**src/rtl/pet_loader_pkg.sv**
```systemverilog
// Shared types and default parameters for the PRG download sequencer.
package pet_loader_pkg;

  typedef enum logic [2:0] {
    IDLE,
    HDR,
    DATA,
    FIX,
    DONE
  } loader_state_t;

  localparam logic [7:0]  PRG_INDEX_DEF = 8'h41;
  localparam logic [15:0] RAM_TOP_DEF   = 16'h8000;
  localparam logic [15:0] PTR_BASE_DEF  = 16'h002A;
  localparam int unsigned PTR_COUNT_DEF = 3;

  // Pointer fixup byte k carries the low byte of the end address when k is even.
  function automatic logic [7:0] fix_byte(input logic [15:0] end_addr, input logic odd);
    return odd ? end_addr[15:8] : end_addr[7:0];
  endfunction

endpackage

```
**src/rtl/loader_dma_slot.sv**
```systemverilog
// Single-entry write holding register: keeps a RAM write request stable until acknowledged.
module loader_dma_slot (
  input  logic        clk,
  input  logic        reset,
  input  logic        load,
  input  logic [15:0] load_addr,
  input  logic [7:0]  load_data,
  input  logic        ack,
  output logic [15:0] dma_addr,
  output logic [7:0]  dma_din,
  output logic        dma_we,
  output logic        pending,
  output logic        ioctl_wait
);

  // A load is only accepted while empty, so an unacknowledged request is never replaced.
  always_ff @(posedge clk) begin
    if (reset) begin
      dma_we   <= 1'b0;
      dma_addr <= 16'h0000;
      dma_din  <= 8'h00;
    end else if (!dma_we && load) begin
      dma_we   <= 1'b1;
      dma_addr <= load_addr;
      dma_din  <= load_data;
    end else if (dma_we && ack) begin
      dma_we <= 1'b0;
    end
  end

  assign pending    = dma_we;
  assign ioctl_wait = dma_we;

endmodule

```
**src/rtl/prg_loader.sv**
```systemverilog
// Streams a PRG download into PET RAM over the DMA port, then patches the BASIC end pointers.
module prg_loader
  import pet_loader_pkg::*;
#(
  parameter logic [7:0]  PRG_INDEX = PRG_INDEX_DEF,
  parameter logic [15:0] RAM_TOP   = RAM_TOP_DEF,
  parameter logic [15:0] PTR_BASE  = PTR_BASE_DEF,
  parameter int unsigned PTR_COUNT = PTR_COUNT_DEF
) (
  input  logic        clk,
  input  logic        reset,
  input  logic        ioctl_download,
  input  logic [7:0]  ioctl_index,
  input  logic        ioctl_wr,
  input  logic [24:0] ioctl_addr,
  input  logic [7:0]  ioctl_dout,
  output logic        ioctl_wait,
  output logic [15:0] dma_addr,
  output logic [7:0]  dma_din,
  output logic        dma_we,
  input  logic        dma_ack,
  output logic        cpu_hold,
  output logic        busy,
  output logic        overflow
);

  localparam int unsigned FIX_N = 2 * PTR_COUNT;
  localparam int unsigned FIX_W = (FIX_N > 1) ? $clog2(FIX_N) : 1;
  localparam logic [FIX_W-1:0] FIX_LAST = FIX_W'(FIX_N - 1);

  loader_state_t    state;
  logic [15:0]      addr;
  logic [FIX_W-1:0] fix_cnt;
  logic             dl_prev;
  logic             end_pend;
  logic             active;

  logic             prg_dl_c;
  logic             prg_wr_c;
  logic             fall_c;
  logic             pending;
  logic             load_c;
  logic [15:0]      load_addr_c;
  logic [7:0]       load_data_c;

  assign prg_dl_c = ioctl_download && (ioctl_index == PRG_INDEX);
  assign prg_wr_c = ioctl_wr && (ioctl_index == PRG_INDEX);
  assign fall_c   = dl_prev && !prg_dl_c;

  // Write request source: file data in DATA, pointer bytes for the first and later fixups.
  always_comb begin
    load_c      = 1'b0;
    load_addr_c = addr;
    load_data_c = ioctl_dout;
    case (state)
      DATA: begin
        if (!pending) begin
          if (fall_c || end_pend) begin
            load_c      = 1'b1;
            load_addr_c = PTR_BASE;
            load_data_c = fix_byte(addr, 1'b0);
          end else if (prg_wr_c && (addr < RAM_TOP)) begin
            load_c = 1'b1;
          end
        end
      end
      FIX: begin
        if (!pending && !prg_dl_c && (fix_cnt != FIX_LAST)) begin
          load_c      = 1'b1;
          load_addr_c = PTR_BASE + 16'(fix_cnt) + 16'd1;
          load_data_c = fix_byte(addr, !fix_cnt[0]);
        end
      end
      default: ;
    endcase
  end

  // Sequencer: header capture, data streaming, pointer fixups and hand-back to the CPU.
  always_ff @(posedge clk) begin
    if (reset) begin
      state    <= IDLE;
      addr     <= 16'h0000;
      fix_cnt  <= '0;
      dl_prev  <= 1'b0;
      end_pend <= 1'b0;
      active   <= 1'b0;
      overflow <= 1'b0;
    end else begin
      dl_prev <= prg_dl_c;
      case (state)
        IDLE: begin
          if (prg_dl_c) begin
            state    <= HDR;
            overflow <= 1'b0;
            active   <= 1'b1;
            end_pend <= 1'b0;
          end
        end
        HDR: begin
          if (fall_c) begin
            state  <= IDLE;
            active <= 1'b0;
          end else if (prg_wr_c && !pending) begin
            if (ioctl_addr == 25'd0) begin
              addr[7:0] <= ioctl_dout;
            end else if (ioctl_addr == 25'd1) begin
              addr[15:8] <= ioctl_dout;
              state      <= DATA;
            end
          end
        end
        DATA: begin
          if (!pending && (fall_c || end_pend)) begin
            state    <= FIX;
            fix_cnt  <= '0;
            end_pend <= 1'b0;
          end else if (fall_c) begin
            end_pend <= 1'b1;
          end else if (prg_wr_c && !pending) begin
            if (addr < RAM_TOP) addr <= addr + 16'd1;
            else overflow <= 1'b1;
          end
        end
        FIX: begin
          if (prg_dl_c) begin
            state    <= HDR;
            overflow <= 1'b0;
            end_pend <= 1'b0;
          end else if (!pending) begin
            if (fix_cnt == FIX_LAST) state <= DONE;
            else fix_cnt <= fix_cnt + FIX_W'(1);
          end
        end
        DONE: begin
          if (prg_dl_c) begin
            state    <= HDR;
            overflow <= 1'b0;
            end_pend <= 1'b0;
          end else begin
            state  <= IDLE;
            active <= 1'b0;
          end
        end
        default: begin
          state  <= IDLE;
          active <= 1'b0;
        end
      endcase
    end
  end

  assign busy     = active;
  assign cpu_hold = active;

  loader_dma_slot u_slot (
    .clk        (clk),
    .reset      (reset),
    .load       (load_c),
    .load_addr  (load_addr_c),
    .load_data  (load_data_c),
    .ack        (dma_ack),
    .dma_addr   (dma_addr),
    .dma_din    (dma_din),
    .dma_we     (dma_we),
    .pending    (pending),
    .ioctl_wait (ioctl_wait)
  );

endmodule

```
**config.mk**
```make
export PLATFORM = sky130hd
export DESIGN_NAME = prg_loader
export DESIGN_NICKNAME = d
export VERILOG_FILES = /design/src/rtl/pet_loader_pkg.sv /design/src/rtl/loader_dma_slot.sv /design/src/rtl/prg_loader.sv
export SDC_FILE = /design/constraint.sdc
export NUM_CORES = 1
export LEC_CHECK = 0
export ABC_CLOCK_PERIOD_IN_PS = 3000
export BUFFER_PORTS_ARGS = -buffer_cell sky130_fd_sc_hd__clkbuf_2
export CAP_MARGIN = 10
export CORE_MARGIN = 2
export CORE_UTILIZATION = 45
export CTS_BUF_LIST = sky130_fd_sc_hd__clkbuf_16
export DETAILED_ROUTE_END_ITERATION = 12
export PLACE_DENSITY = 0.78
export RECOVER_POWER = 25
export SYNTH_ARGS = -nofsm -noshare
export SYNTH_HDL_FRONTEND = slang
export SYNTH_HIERARCHICAL = 1
export SYNTH_SLANG_ARGS = --single-unit
```
**constraint.sdc**
```tcl
create_clock -name clk -period 3 [get_ports clk]
set_clock_uncertainty 0.2 [all_clocks]
set_input_delay 0.3 -clock clk [delete_from_list [all_inputs] [get_ports clk]]
set_output_delay 0.3 -clock clk [all_outputs]
set_load 0.005 [all_outputs]
```
### After elaboration in Yosys (flattened, before gate mapping)

Index checks and enable logic that the tools add are counted.

* bits in registers: 51
* input bits: 46
* word-level logic and storage cells: 132
* output and inout bits: 29

* muxes and demuxes: 55
* $lt $le $gt $ge: 1
* reductions and logical operators: 28
* bitwise gates (word level): 1
* equality and inequality tests: 32
* $add $sub $neg: 4

Operators with widths (count)
* $mux 16: 9
* $pmux 16 s2: 2
* $mux 8: 7
* $mux 3: 13
* $ne 2x2->1 const B: 17
* $eq 25x1->1 const B: 1
* $logic_not 25->1: 1
* $ne 3x3->1 const B: 7
* $mux 1: 17
* $add 16x1->16 const B: 1
* $lt 16x16->1 const B: 1
* $pmux 8 s2: 1
* $pmux 3 s5: 1
* $logic_and 1x1->1: 10
* $reduce_and 9->1: 1
* $add 7x1->8 const B: 1
* $eq 8x7->1 const B: 1
* $reduce_and 8->1: 1
* $reduce_bool 2->1: 4
* $add 6x3->7 const A: 1
* $reduce_and 7->1: 1
* $eq 3x2->1 const B: 2
* $eq 3x3->1 const B: 2
* $pmux 1 s2: 3
* 15 further kinds: 16

### Logic depth before layout (Yosys ltp)

Gate-level depths: netlist of run 1.

* depth after elaboration: 10
* depth in mapped cells: 11
* depth with buffers taken out: 9

### By module

The synthesis of run 1 kept the hierarchy.

Modules (own cells, without submodules)
* prg_loader: cells each 282, sequential area each 520.5 sq um, area an instance 2125.8 sq um, times used 1
* loader_dma_slot: cells each 113, sequential area each 500.5 sq um, area an instance 1194.9 sq um, times used 1

### Worst setup path after synthesis of run 1

No wires, ideal clock.

* path type: reg2reg
* from: register u_slot.dma_we
* to: register u_slot.dma_din[7]
* setup time: 0.124 ns
* stages on the path, launching flop included: 11
* data required time: 2.676 ns
* data arrival time: 1.780 ns
* clock period less this slack: 2.104 ns
* buffers on the path: 2
* path slack: 0.896 ns
* cell sequence: dfxtp_1 -> buf_4 -> o21bai_1 -> a41o_1 -> nor2_1 -> nor2_1 -> buf_2 -> a222oi_1 -> inv_1 -> nand4bb_1 -> o21ai_0

* elaborated cells on any way between the ends: 10
* those cells by class: 6 x mux; 4 x reduce/logical

RTL lines
* from (decl): RTL line loader_dma_slot.sv:11 `output logic dma_we,`
* from (signal assigned): RTL line loader_dma_slot.sv:19 `dma_we <= 1'b0;`
* from (signal assigned): RTL line loader_dma_slot.sv:23 `dma_we <= 1'b1;`
* from (signal assigned): RTL line loader_dma_slot.sv:27 `dma_we <= 1'b0;`
* $logic_not 1->1: RTL line prg_loader.sv:68 `if (!pending && !prg_dl_c && (fix_cnt != FIX_LAST)) begin`
* $logic_and 1x1->1 (2 in series): RTL line prg_loader.sv:68
* $mux 8: RTL line prg_loader.sv:68
* $pmux 8 s2 *: RTL line prg_loader.sv:55 `case (state)`
* named net load_data_c[7]: RTL line prg_loader.sv:44 `logic [7:0] load_data_c;`
* to (signal assigned): RTL line loader_dma_slot.sv:25 `dma_din <= load_data;`
* to (decl): RTL line loader_dma_slot.sv:10 `output logic [7:0] dma_din,`

Mark *: on every way through the listed nets, which the timed path passes. The rest lies on a longest branch.
A chain may end at the register's enable or synchronous reset.

### Worst setup path after layout of run 1

* from: register state[0]
* to: register u_slot.dma_addr[13]

* cells in the longest elaborated chain, start to end: 3
* elaborated cells on any way between the ends: 5
* those cells by class: 2 x eq/ne; 2 x mux; 1 x reduce/logical

Ends and longest elaborated chain
* from (decl): RTL line prg_loader.sv:31 `loader_state_t state;`
* from (signal assigned): RTL line prg_loader.sv:81 `state <= IDLE;`
* from (signal assigned): RTL line prg_loader.sv:93 `state <= HDR;`
* from (signal assigned): RTL line prg_loader.sv:101 `state <= IDLE;`
* $eq 3x2->1: RTL line prg_loader.sv:55
* $pmux 1 s2 *: RTL line prg_loader.sv:55
* named net load_c: RTL line prg_loader.sv:42 `logic load_c;`
* $logic_and 1x1->1 *: RTL line loader_dma_slot.sv:22 `end else if (!dma_we && load) begin`
* to (signal assigned): RTL line loader_dma_slot.sv:24 `dma_addr <= load_addr;`
* to (decl): RTL line loader_dma_slot.sv:9 `output logic [15:0] dma_addr,`

Marked as above.

==> results of run 1 <==
-- layout by cell type, fill, tap and decap left out, drive strengths merged, types with 9 or more instances in the layout --
cell     count
a21oi       22
and2        12
buf         10
clkbuf      79
dfxtp       51
inv         14
nand2       27
nand2b      30
nand3        9
nand4bb     24
nor2        20
o21ai       50
-- metrics by stage --
step                      worst slack (ns)  cell area, um^2  hold WS (ns)  util [%]  std cells
after detailed placement             0.526             3700         0.260      51.3        545
after global routing                 0.310             3890       0.00177      54.0        553
final                                0.517             3890       0.00546      54.0        553
after CTS                            0.543             3900       0.00310      54.0        553
after floorplan                      0.896             3320         0.198         -        395
after global placement               0.575             3700         0.256      51.3        545
-- sequential cells by signal, indices dropped and copies added, names as in the netlist --
signal,count
addr,16
busy,1
dl_prev,1
end_pend,1
fix_cnt,3
overflow,1
state,3
u_slot/dma_addr,16
u_slot/dma_din,8
u_slot/dma_we,1
-- cell usage after synthesis, types with 10 or more instances --
library cell | n | area share (%)
o21ai_1 | 14 | 2.1
nand2b_1 | 29 | 5.5
buf_2 | 13 | 2.0
o21ai_0 | 26 | 3.9
a21oi_1 | 22 | 3.3
nor2_1 | 18 | 2.0
dfxtp_1 | 51 | 31
and2_1 | 11 | 2.1
inv_1 | 14 | 1.6
nand2_1 | 27 | 3.1
o21ai_2 | 10 | 2.6
nand4bb_1 | 24 | 8.1
clkbuf_1 | 11 | 1.2
-- cells by family after synthesis --
kind of cell | count (synthesis) | share of synthesized area (%)
buffers and inverters | 47 | 7.20
xor gates and xnor gates | 1 | 0.264
DFF | 51 | 30.7
and+or+nand+nor | 170 | 35.0
AOI/OAI and AO/OA | 117 | 23.7
adders and majority gates | 6 | 2.19
muxes | 3 | 0.904
-- path summary, 6_finish.rpt --
| check | from | endpoint | slack, ns |
|---|---|---|---|
| worst max-delay path | state[0] | u_slot/dma_addr[13] | 0.52 |
| worst min register to register | u_slot/dma_din[4] | u_slot/dma_din[4] | 0.27 |
| worst min-delay path | dma_ack | u_slot/dma_we | 0.005 |
| worst max register to register | state[0] | u_slot/dma_addr[13] | 0.52 |
-- worst max-delay path: cells and delay by family, from the launching register on --
kind / cells / cell delay, ns
buffers and inverters: 2 / 0.49
flip-flops: 1 / 0.57
AND/OR/NAND/NOR: 4 / 0.84
AO/OA/AOI/OAI: 2 / 0.25
-- metal layers --
metal	share of wire [%]	vias up	track usage, %
li1	-	1561	-
met3	9.2	18	4.11
met4	1.9	0	8.08
met1	44	1481	28.8
met2	45	156	31.7
met5	0	-	0
-- area by class of cell --
cell class	instances	share of cell area [%]
well taps	99	3.18
inverters	14	1.35
multi-input cells	297	52.9
repair buffers	84	11.4
flip-flops and latches	51	26.2
clock inverters	3	1.74
clock buffers	5	3.21
-- power groups by stage --
| stage | Combinational [mW] | Sequential (mW) | Clock, mW |
|---|---|---|---|
| after global routing | 0.102 | 0.679 | 0.774 |
| after detailed placement | 0.0917 | 0.695 | 0 |
| after floorplan | 0.0469 | 0.695 | 0 |
| final | 0.0928 | 0.679 | 0.735 |
| after global placement | 0.0899 | 0.695 | 0 |
| after CTS | 0.0925 | 0.679 | 0.742 |
==> metrics, run 1 <==
Die Y 89.9 um; Final nets 504; Die W 89.9 um; kind of critical path flip-flop to flip-flop; worst vdd ir 0.223 mV; critical path's slowest cell dfxtp_1; Seq pwr share 45.0%; EDFF count, synth 0; internal power 1.20 mW; DRT Pass-1 Iters 8; Fin. Hold Viols 0; via count 3216; sequential cell area 1020 um^2; Final Wtd Congestion 0.908; Leak 1.53 nW; unrepaired setup endpoints after global routing false; first-pass GRT wire length 14.0 mm; final setup TNS 0 ns; crit path cell chain nand3b_1, nor2_1, and3_1, buf_4, a21o_1, nor2b_4, buf_4, o21ai_0; Power Total 1.51 mW; Yosys reg bits 51; CTS buffer count 5; maximum clock frequency 403 MHz; Comb power frac 6.2%; gr usage total 20.7%; Layout fillers 704; port bufs 74; Core Rows 31; hold path cells 2; Synth Flop Type dfxtp_1; Multi-input gate area 2060 um^2; total die area 8080 um^2; register area share after synthesis 30.7%; mapped cell area 3320 um^2; total number of yosys warnings 6; Post-route DRC 0; Tcrit/Tclk final 82.8%; Clk Latency, worst-skew pair 0.29 ns; total grt overflow 0; Hold Buf Count CTS 0; post-synthesis async set-or-reset flop share 0%; Worst Path Required 2.98 ns; Antenna Diode Count 0; power per cell area 387 nW/um^2; DPL Wire Length 6.03 mm; status complete, no violations; clock root cell clkbuf_16; Slew Limit Headroom 46.3%; vias per cell 5.82; crit path launch type flip-flop; detailed router's first-iteration violation count 284; Final min period 2.48 ns; FF-to-FF path depth 8; Distinct cells, synth 65; Resized Gates After CTS 0; NetSw 303 uW; critical path endpoint category flip-flop; Slew Viols, Final 0; CTS tree built; post-route ant nets 0; antenna violations before repair 0; CTS max path bufs 2; largest net degree at the start of global routing 34; Reg clk slew, reported paths 0.07 ns; CP most frequent cell buf_4; Syn Area/Cell 8.41 um^2; # IOs 75; routed length per instance 15.3 um; slowest stage delay, CP 0.57 ns; Starting Density 46.0%; WL final 8.45 mm; layout cell share with drive strength beyond 1 25.3%; CP Max Fanout 16; post-CTS setup buffer count 0; vias in the first global route 2920; Post-Syn Instances 395; switching portion of total power 20.1%; final-report setup violation count 0; MaxCap Viol Count 0; CTS sink count 51; crit path DAT 2.46 ns; core box area 7210 um^2; clock network power share 48.8%; Synthesized Nets 446; htree depth 2; worst slew pin tran 0.800 ns; Hold Path Class input pin to flip-flop; Area Growth Syn to Fin 17.3%
Note: power is estimated with default switching activity, not from simulation.
==> inputs of run 2 (changes only) <==
Settings changed: ABC_AREA set to 1, ABC_CLOCK_PERIOD_IN_PS 3000 to 2300.
Clock period 3 ns to 2.3 ns, I/O delays scaled along.
==> run 2 against run 1 <==
  * Critical path depth rose by 7
  * Largest cell class unchanged
  * Global-route usage rose by 1.7 points
  * Power rose by 17%
  * Via count rose by 21%
  * Register-to-register slack got worse by 0.37 ns
  * Highest routed layer unchanged
==> metrics, run 2 <==
Layout fillers 824; WL final 9.64 mm; Final min period 2.16 ns; Final Util 54.5%; Tcrit/Tclk final 93.8%; Synth Area in XOR/XNOR 0.741%; internal power 1.34 mW; Leak 1.92 nW; synth cell count leaders nand2_1 (160), nor2_1 (115), inv_1 (74); DRT Pass-1 Iters 5; Fin. Hold Viols 0; CP most frequent cell nor2_1; Synth area leader dfxtp_1; total grt overflow 0; largest family of logic cells by synthesized area simple AND/OR/NAND/NOR gates; Syn Area/Cell 6.07 um^2; Post-Place Setup Slack 0.114 ns; first-pass GRT wire length 15.6 mm; Synth top area share 28.8%; total number of yosys warnings 6; register area share after synthesis 28.8%; # IOs 75; CTS sink count 51; routed length per instance 12.6 um; layout cell share with drive strength beyond 1 19.5%; Synthesized Nets 635; largest net degree at the start of global routing 27; worst vdd ir 0.375 mV; ranking of synthesized cells by area dfxtp_1 (29%), nand2_1 (17%), nor2_1 (12%); post-synthesis async set-or-reset flop share 0%; CTS tree built; Distinct cells, synth 32; DPL Wire Length 7.28 mm; Clk Latency, worst-skew pair 0.30 ns; post-route ant nets 0; Area Growth Syn to Fin 18.2%; Slew Viols, Final 0; clock root cell clkbuf_16; crit path cell chain inv_1, ha_1, nand2_1, inv_1, nor2_1, nand2_1, nor2_4, inv_2, o211ai_1, clkbuf_16, inv_2, nor2_4, buf_6, nor2_1, nor2_1; core box area 7690 um^2; complex-gate fraction of the synthesized area 8.12%; Hold Path Class input pin to flip-flop; post-synthesis mux area share 0%; status complete, no violations; port bufs 74; critical path endpoint category flip-flop; crit path DAT 2.19 ns; critical path's slowest cell dfxtp_2; gr usage total 22.4%; CTS max path bufs 2; switching portion of total power 24.0%; unrepaired setup endpoints after global routing true; mapped cell area 3540 um^2; kind of critical path flip-flop to flip-flop; placed instance area 3990 um^2; antenna violations before repair 0; most frequent cell after synthesis nand2_1; slowest stage delay, CP 0.35 ns; Worst Path Required 2.33 ns; Reg clk slew, reported paths 0.07 ns; Yosys reg bits 51; Comb power frac 6.7%; commonest non-fill, non-tap cell in the layout nand2_1; via count 3903; synthesized-area fraction occupied by adder cells 1.76%; final-report setup violation count 0; Seq pwr share 50.0%; CTS buffer count 5; CP Max Fanout 13; Starting Density 46.1%; total die area 8600 um^2; biggest regs addr (16), u_slot/dma_addr (16), u_slot/dma_din (8); Final nets 711; hold_ws 0.0877 ns; Antenna Diode Count 0; Post-route DRC 0; maximum clock frequency 464 MHz; simple-gate share of the synthesized area 47.7%; vias in the first global route 3544; worst slew pin tran 0.634 ns; Final Wtd Congestion 0.925; vias per cell 5.12; EDFF count, synth 0; post-route cell area 4190 um^2; Slew Limit Headroom 57.7%; Core Rows 32; htree depth 2; MaxCap Viol Count 0; final setup TNS 0 ns; Die Y 92.8 um; Synth Flop Type dfxtp_1; crit path launch type flip-flop; final worst setup slack 0.144 ns; NetSw 423 uW; clock network power share 43.3%; Post-Syn Instances 584; detailed router's first-iteration violation count 274; Die W 92.8 um; most frequent cells in the layout nand2_1 (159), nor2_1 (116), inv_1 (74), clkbuf_2 (68); power per cell area 421 nW/um^2
[run 2: cell types whose count changed in the layout (fill, tap and decap cells not counted), moves of 11 or more]
cell / previous run / this run
inv_1: 14 / 74
o21ai_1: 14 / 2
nand2_1: 27 / 159
and2_1: 11 / 0
nor2_1: 18 / 116
nand2b_1: 29 / 0
o211ai_1: 1 / 12
nand4bb_1: 24 / 0
nand3_1: 9 / 50
nand4_1: 2 / 13
[run 2: path summary, 6_finish.rpt]
check                               startpoint            endpoint  slack [ns]  depth (start not counted)
worst max-delay path                fix_cnt[1]  u_slot/dma_addr[5]        0.14                         15
worst min-delay path            ioctl_download             dl_prev        0.09                          3
worst max register to register      fix_cnt[1]  u_slot/dma_addr[5]        0.14                         15
worst min register to register            busy                busy        0.28                          2
[run 2: per-layer routing]
metal	vias to the layer above	wire [um]	track usage [%]
met4	0	165	6.62
met2	140	4770	39.8
met1	1768	4080	27.1
met3	17	624	4.80
li1	1978	-	-
met5	-	0	0
[run 2: cell families after synthesis]
family,Yosys count
AO/OA/AOI/OAI,48
AND/OR/NAND/NOR,374
flip-flops,51
adder cells (fa/ha/maj),5
buffers and inverters,103
XOR/XNOR,3
[run 2: area by class of cell]
type	count	area (um^2)	area share (%)
Inverter	82	308	7.35
Timing Repair Buffer	90	518	12.4
Clock buffer	5	125	2.99
Multi-Input combinational cell	430	2070	49.3
Tap cell	102	128	3.05
Sequential cell	51	1020	24.4
Clock inverter	3	23.8	0.567
[run 2: critical path, delay by kind of cell (launching register included)]
kind            cells  cell delay (ns)
simple gates        7             0.62
buf+inv             6             0.59
flops               1             0.35
fa+ha+maj           1             0.18
compound gates      1             0.15
[run 2: repair_timing]
action / in CTS / in global routing
hold buffers: 1 / 0
hold endpoints to repair: 1 / 0
endpoints found under the setup margin: 0 / 24
setup buffers: 0 / 3
gates resized for setup: 0 / 6
[run 2: power by group through the flow]
stage                     clock network (mW)  logic, mW  registers [mW]
final                                  0.764      0.117           0.882
after global routing                   0.801      0.134           0.882
after CTS                              0.779      0.117           0.882
after detailed placement                   0      0.115           0.903
after global placement                     0      0.112           0.903
after floorplan                            0     0.0580           0.903
[run 2: through the flow]
stage,instances,total power [mW]
finish,763,1.76
global placement,750,1.02
global route,763,1.82
detailed placement,750,1.02
floorplan,584,0.961
CTS,759,1.78
==> inputs of run 3 (changes only) <==
Settings changed: CORE_UTILIZATION 45 to 25, PLACE_DENSITY 0.78 to 0.53.
==> run 3 against run 2 <==
  * Critical path depth shrank 1
  * Worst setup slack better by 0.056 ns
  * Flip-flop and latch count stayed put
  * Highest routed layer unchanged
  * Sequential share of layout area down 0.97 points
  * Cell area up 4.3%
==> metrics, run 3 (synthesized netlist as in run 2, its figures left out) <==
Post-route DRC 0; Power Total 1.79 mW; layout cell share with drive strength beyond 1 19.3%; CTS buffer count 5; core box area 13900 um^2; crit path DAT 2.10 ns; gr usage total 14.4%; Core Rows 43; critical path endpoint category flip-flop; Leak 1.94 nW; commonest non-fill, non-tap cell in the layout nand2_1; final-report setup violation count 0; Fin. Hold Viols 0; biggest regs addr (16), u_slot/dma_addr (16), u_slot/dma_din (8); detailed router's first-iteration violation count 229; clock root cell clkbuf_16; largest net degree at the start of global routing 26; DPL Wire Length 7.99 mm; via count 3734; Slew Viols, Final 0; MaxCap Viol Count 0; CTS max path bufs 2; vias per cell 4.41; vias in the first global route 3529; Clk Latency, worst-skew pair 0.30 ns; antenna violations before repair 0; total die area 15100 um^2; WL final 10.6 mm; status complete, no violations; Final min period 2.10 ns; total grt overflow 0; Reg clk slew, reported paths 0.08 ns; Slew Limit Headroom 66.9%; flop-to-flop setup slack 0.20 ns; Die Y 123 um; first-pass GRT wire length 17.3 mm; post-route ant nets 0; kind of critical path flip-flop to flip-flop; worst vdd ir 0.306 mV; Hold Path Class input pin to flip-flop; final setup TNS 0 ns; # IOs 75; CP Max Fanout 12; hold_ws 0.0917 ns; Starting Density 25.5%; Antenna Diode Count 0; CTS tree built; port bufs 74; Area Growth Syn to Fin 23.3%; Tcrit/Tclk final 91.3%; routed length per instance 12.5 um; htree depth 2; Worst Path Required 2.30 ns; post-route cell area 4370 um^2; maximum clock frequency 476 MHz; DRT Pass-1 Iters 4; CTS sink count 51; power per cell area 411 nW/um^2; Final nets 717; most frequent cells in the layout nand2_1 (158), nor2_1 (115), inv_1 (74), clkbuf_2 (59), nand3_1 (50); placed instance area 4130 um^2; worst slew pin tran 0.495 ns; Die W 123 um; crit path launch type flip-flop; Final Wtd Congestion 0.865
run 3: path summary, 6_finish.rpt:
kind / startpoint / end / depth (start not counted)
worst max-delay path: fix_cnt[1] / u_slot/dma_din[6] / 14
worst min-delay path: ioctl_download / dl_prev / 3
worst max register to register: fix_cnt[1] / u_slot/dma_din[6] / 14
worst min register to register: u_slot/dma_addr[0] / u_slot/dma_addr[0] / 2
run 3: stage by stage:
step	instances	util, %	worst slack, ns
2_1_floorplan	584	-	0.259
3_3_place_gp	832	29.7	0.130
3_5_place_dp	832	29.7	0.120
4_1_cts	841	30.9	0.114
5_1_grt	847	31.5	-0.00229
6_report	847	31.5	0.200
run 3: what timing repair did:
item / 4_1_cts / 5_1_grt
endpoints found under the hold margin: 1 / 0
setup endpoints to repair: 0 / 24
resized for setup: 0 / 8
hold buffers: 1 / 0
buffers inserted: 0 / 3
run 3: cell type report:
class | instances | area, um^2
clock buffers | 5 | 125
inverters | 82 | 313
multi-input cells | 431 | 2080
repair buffers | 95 | 572
well taps | 180 | 225
flip-flops and latches | 51 | 1020
clock inverters | 3 | 26.3
fillers | 1603 | 9510
run 3: per-layer routing:
layer	track usage, %	share of wire, %
met5	0	0
met4	3.62	0.70
met3	2.40	5.8
met2	24.1	46
met1	19.4	47
run 3: power breakdown:
group          switching, mW  internal, mW  leakage (nW)
Sequential          0.000181         0.882         0.412
Combinational         0.0668        0.0521          1.46
Clock                  0.378         0.415        0.0748
run 3: worst max-delay path, stage by stage, from the launching register on:
cell,delay [ns]
dfxtp_2,0.34
inv_1,0.05
ha_1,0.17
nand2_1,0.08
inv_1,0.04
nor2_1,0.08
nand2_1,0.10
nor2_4,0.16
inv_4,0.07
o211ai_1,0.14
buf_4,0.20
clkbuf_16,0.16
nand3_1,0.08
nand2_1,0.09
nor2_1,0.04
